<file path="config.mk">
export PLATFORM = sky130hd
export DESIGN_NAME = music_ctrl
export DESIGN_NICKNAME = d
export VERILOG_FILES = /design/src/rtl/music_pkg.sv /design/src/rtl/key_debounce.sv /design/src/rtl/music_ctrl.sv
export SDC_FILE = /design/constraint.sdc
export NUM_CORES = 1
export LEC_CHECK = 0
export CORE_MARGIN = 2
export CORE_UTILIZATION = 58
export CTS_CLUSTER_DIAMETER = 100
export CTS_CLUSTER_SIZE = 28
export DETAILED_ROUTE_END_ITERATION = 7
export DONT_BUFFER_PORTS = 1
export PLACE_DENSITY = 0.82
export SLEW_MARGIN = 20
export SYNTH_ARGS = -nofsm -noshare
export SYNTH_HDL_FRONTEND = slang
export SYNTH_SLANG_ARGS = --single-unit
</file>
<file path="constraint.sdc">
create_clock -name clk -period 3 [get_ports clk]
set_clock_uncertainty 0.15 [all_clocks]
set_input_delay 0.6 -clock clk [delete_from_list [all_inputs] [get_ports clk]]
set_output_delay 0.6 -clock clk [all_outputs]
set_load 0.05 [all_outputs]
</file>
<file path="src/rtl/music_pkg.sv">
// Shared definitions for the music play controller and sibling panel modules:
// state encoding and the default timing constants derived from the system clock.
package music_pkg;

  localparam logic [1:0] ST_IDLE = 2'd0;
  localparam logic [1:0] ST_PLAY = 2'd1;
  localparam logic [1:0] ST_GAP  = 2'd2;

  typedef enum logic [1:0] {
    StIdle = ST_IDLE,
    StPlay = ST_PLAY,
    StGap  = ST_GAP
  } music_state_e;

  localparam int unsigned CLK_HZ           = 50_000_000;
  localparam int unsigned DEBOUNCE_CYC_DEF = CLK_HZ / 50;     // 20 ms
  localparam int unsigned PLAY_CYC_DEF     = 1_000_000_000;   // 60 notes x ~1/3 s
  localparam int unsigned GAP_CYC_DEF      = CLK_HZ / 2;      // 0.5 s
  localparam int unsigned TW_DEF           = 30;

endpackage

</file>
<file path="src/rtl/key_debounce.sv">
// Push-button front end: 2-flop synchroniser, counter debouncer and a one-cycle
// press pulse on the debounced 1->0 edge. Release produces no pulse.
module key_debounce
  import music_pkg::*;
#(
  parameter int unsigned DEBOUNCE_CYC = DEBOUNCE_CYC_DEF
) (
  input  logic clk,
  input  logic rst_n,
  input  logic key_n,
  output logic key_lvl,
  output logic press
);

  localparam int unsigned CW = $clog2(DEBOUNCE_CYC + 1);
  localparam logic [CW-1:0] CntLast = CW'(DEBOUNCE_CYC - 1);

  logic          sync1_q, sync2_q;
  logic          lvl_q, lvl_d;
  logic          press_q, press_d;
  logic [CW-1:0] cnt_q, cnt_d;

  // Any cycle where the synchronised input agrees with the accepted level restarts the count.
  always_comb begin
    cnt_d   = '0;
    lvl_d   = lvl_q;
    press_d = 1'b0;
    if (sync2_q != lvl_q) begin
      if (cnt_q == CntLast) begin
        lvl_d   = sync2_q;
        press_d = ~sync2_q;
      end else begin
        cnt_d = cnt_q + 1'b1;
      end
    end
  end

  always_ff @(posedge clk or negedge rst_n) begin
    if (!rst_n) begin
      sync1_q <= 1'b1;
      sync2_q <= 1'b1;
      lvl_q   <= 1'b1;
      press_q <= 1'b0;
      cnt_q   <= '0;
    end else begin
      sync1_q <= key_n;
      sync2_q <= sync1_q;
      lvl_q   <= lvl_d;
      press_q <= press_d;
      cnt_q   <= cnt_d;
    end
  end

  assign key_lvl = lvl_q;
  assign press   = press_q;

endmodule

</file>
<file path="src/rtl/music_ctrl.sv">
// Play controller for the melody generator: key/alarm start, key stop, auto-stop at
// song end and optional looping with a silent gap. All outputs are registered.
module music_ctrl
  import music_pkg::*;
#(
  parameter int unsigned DEBOUNCE_CYC = DEBOUNCE_CYC_DEF,
  parameter int unsigned PLAY_CYC     = PLAY_CYC_DEF,
  parameter int unsigned GAP_CYC      = GAP_CYC_DEF,
  parameter int unsigned TW           = TW_DEF
) (
  input  logic clk,
  input  logic rst_n,
  input  logic key_n,
  input  logic trig,
  input  logic loop_en,
  output logic music,
  output logic playing,
  output logic done
);

  localparam logic [TW-1:0] PlayLast = TW'(PLAY_CYC - 1);
  localparam logic [TW-1:0] GapLast  = TW'(GAP_CYC - 1);

  logic          press;
  logic          key_lvl_unused;
  music_state_e  state_q, state_d;
  logic [TW-1:0] timer_q, timer_d;
  logic          music_q, playing_q, done_q, done_d;

  key_debounce #(
    .DEBOUNCE_CYC (DEBOUNCE_CYC)
  ) u_key_debounce (
    .clk     (clk),
    .rst_n   (rst_n),
    .key_n   (key_n),
    .key_lvl (key_lvl_unused),
    .press   (press)
  );

  // A key stop takes priority over a timeout in the same cycle, so no done pulse then.
  always_comb begin
    state_d = state_q;
    timer_d = timer_q;
    done_d  = 1'b0;
    case (state_q)
      StIdle: begin
        if (press || trig) begin
          state_d = StPlay;
          timer_d = '0;
        end
      end
      StPlay: begin
        if (press) begin
          state_d = StIdle;
          timer_d = '0;
        end else if (timer_q == PlayLast) begin
          done_d  = 1'b1;
          state_d = loop_en ? StGap : StIdle;
          timer_d = '0;
        end else begin
          timer_d = timer_q + 1'b1;
        end
      end
      StGap: begin
        if (press) begin
          state_d = StIdle;
          timer_d = '0;
        end else if (timer_q == GapLast) begin
          state_d = StPlay;
          timer_d = '0;
        end else begin
          timer_d = timer_q + 1'b1;
        end
      end
      default: begin
        state_d = StIdle;
        timer_d = '0;
      end
    endcase
  end

  // Outputs follow next-state so they switch together with the state register.
  always_ff @(posedge clk or negedge rst_n) begin
    if (!rst_n) begin
      state_q   <= StIdle;
      timer_q   <= '0;
      music_q   <= 1'b0;
      playing_q <= 1'b0;
      done_q    <= 1'b0;
    end else begin
      state_q   <= state_d;
      timer_q   <= timer_d;
      music_q   <= (state_d == StPlay);
      playing_q <= (state_d != StIdle);
      done_q    <= done_d;
    end
  end

  assign music   = music_q;
  assign playing = playing_q;
  assign done    = done_q;

endmodule

</file>
==> qor.yml <==
rsz0062_at_grt: "false"
numCtsBuffers: 9
syn_area_per_cell_um2: 9.39
fin_nets: 363
async_flop_share: 1.00
hold_depth: 0
finalWirelength_mm: 6.80
io_pins: 8
power_density_nw_per_um2: 587
vias: 2676
r2r_end: "timer_q[17]"
setup_viol: 0
ctsLongestPathBuffers: 2
finalCritPeriodShare: 0.873
num_rows: 27
multiInputGateArea_um2: 1650
cts_tree: "done"
antenna_cells: 0
antenna_found_initial: 0
seqCellArea_um2: 1480
hold_path.class: "in -> reg"
p_leak_nw: 1.57
wire_per_inst_um: 15.8
fillCellCount: 431
max-vdd-ir-drop_v: 0.000678
cts.repair.resized: 0
viasPerCell: 6.24
htreeDepth: 3
cts_setup_buffers: 0
insertion_delay_ps: 350
grt_max_degree: 60
ys_seq_area_frac: 0.462
hold_end: "u_key_debounce.sync1_q"
die_w_um: 78.3
detail-route-antenna-nets: 0
synthFlopType: "dfrtp_1"
areaGrowthSynthToFinish_pct: 11.0
cp_slowest_stage_delay_ps: 530
fin_tns_setup_ps: 0
ys_warn_count: 0
cp_slowest_cell: "or4_1"
synth_cell_types: 47
cts_sinks: 59
required_ps: 3080
end_kind: "register"
drc: 0
crit-reg2reg-launch: "timer_q[12]"
initial_utilization: 0.593
gr-usage-all-layers: 0.242
ys_seq_elements: 59
status: "finished clean"
synth_nets: 352
synth.cell_area_um2: 3200
clk_pin_slew_worst_paths_ps: 60
drt-initial-drc-count: 149
drv_cap: 0
hold_buffers: 2
min_period_ps: 2620
cts_root_buf: "clkbuf_8"
crit_fanout: 20
die_area_um2: 6130
path_cells: "or4_1 > or3_4 > o31ai_4 > a21oi_2 > and3_1 > a221o_1"
start_kind: "register"
syn_inst: 341
grt_overflow_total: 0
first_pass_iters: 5
final_cell_mix: "dfrtp_1, nand2_1, nor2_1"
first_global_vias: 2484
worstHoldStart: "key_n"
portBuffers: 0
final_common_cell: "dfrtp_1"
dp_hpwl_mm: 4.51
r2r_cells: 6
slew_viol_final: 0
slew-limit-headroom: 0.404
crit_arrival_ps: 2700
grt_pass1_wl_mm: 11.4
finalHoldViolations: 0
tightest_slew_ps: 894
max_freq_mhz: 382
gp_congestion: 0.925
rrSetupSlack_ps: 380
synth_enable_flop_cells: 0
drive_gt1_frac: 0.106
power_mw: 2.09
core_um2: 5410
setup.worst_path.class: "reg -> reg"
die_h_um: 78.3
-- per-stage QoR --
stage               hold WS [ps]  utilization  instance area (um^2)  std cells  worst slack, ps
floorplan                    154            -                  3200        341              470
global placement             157        0.615                  3320        411              422
detailed placement           157        0.615                  3320        411              392
CTS                         86.1        0.658                  3550        429              386
global route                76.6        0.658                  3550        429              240
finish                      97.1        0.658                  3550        429              381
-- Yosys cell counts, drive strengths merged, types with 3 or more instances --
cell    count  share of area
or3         9          0.019
inv         6         0.0070
a21oi       5         0.0090
and4        3         0.0082
o21ai      16          0.025
and3       18          0.035
or4         6          0.014
o211ai      3         0.0070
nor4        5         0.0098
dfstp       3          0.025
nand2      48          0.056
nor3       10          0.016
a22o        7          0.019
nor2       34          0.040
nor3b       3         0.0070
clkbuf      8         0.0098
buf         4         0.0078
xnor2       6          0.016
nand2b      3         0.0059
dfrtp      56           0.44
ha          6          0.023
xor2       11          0.030
nand4      10          0.020
nor4b       3         0.0082
a221o      11          0.034
a211oi      5          0.012
nand3      22          0.034
-- worst max-delay path, delay by kind of cell, from the launching register on --
kind	cells	cell delay (ps)
and+or+nand+nor	3	1150
AOI/OAI and AO/OA	3	780
DFF	1	440
-- per-layer routing --
metal  GRT usage  share of wire  vias up
li1            -              -     1279
met1       0.308           0.46     1313
met2       0.372           0.47       70
met3      0.0874          0.049       14
met4       0.112          0.021        0
met5           0              0        -
-- flip-flops by register name, indices dropped and copies added, names as in the netlist --
name / cells
done: 1
state_q: 2
u_key_debounce.sync1_q: 1
u_key_debounce.key_lvl: 1
u_key_debounce.sync2_q: 1
u_key_debounce.cnt_q: 20
timer_q: 30
u_key_debounce.press: 1
playing: 1
music: 1
-- logic make-up after synthesis --
family	Yosys count	synth area share
xor gates and xnor gates	17	0.0465
buffers and inverters	18	0.0246
muxes	4	0.0133
DFF	59	0.462
and+or+nand+nor	180	0.288
AOI/OAI and AO/OA	57	0.143
adders and majority gates	6	0.0234
-- where the power goes --
group          switching, mW  internal (mW)  total (mW)
clock                  0.319          0.405       0.724
sequential            0.0783          0.834       0.912
combinational          0.293          0.159       0.452
-- worst max path at each step --
stage,from,end,slack (ps),cells past startpoint
final,timer_q[12],timer_q[17],380,6
after global routing,timer_q[0],timer_q[21],240,7
after CTS,timer_q[0],timer_q[21],390,7
after detailed placement,timer_q[12],timer_q[17],390,6
after global placement,timer_q[12],timer_q[19],420,6
after floorplan,timer_q[12],timer_q[28],470,7
-- cell type report --
cell class / count / share of cell area
clock inverters: 4 / 0.0141
well taps: 72 / 0.0253
multi-input cells: 264 / 0.465
flip-flops and latches: 59 / 0.416
inverters: 6 / 0.00634
clock buffers: 12 / 0.0408
repair buffers: 12 / 0.0317
Note: power is estimated with default switching activity, not from simulation.
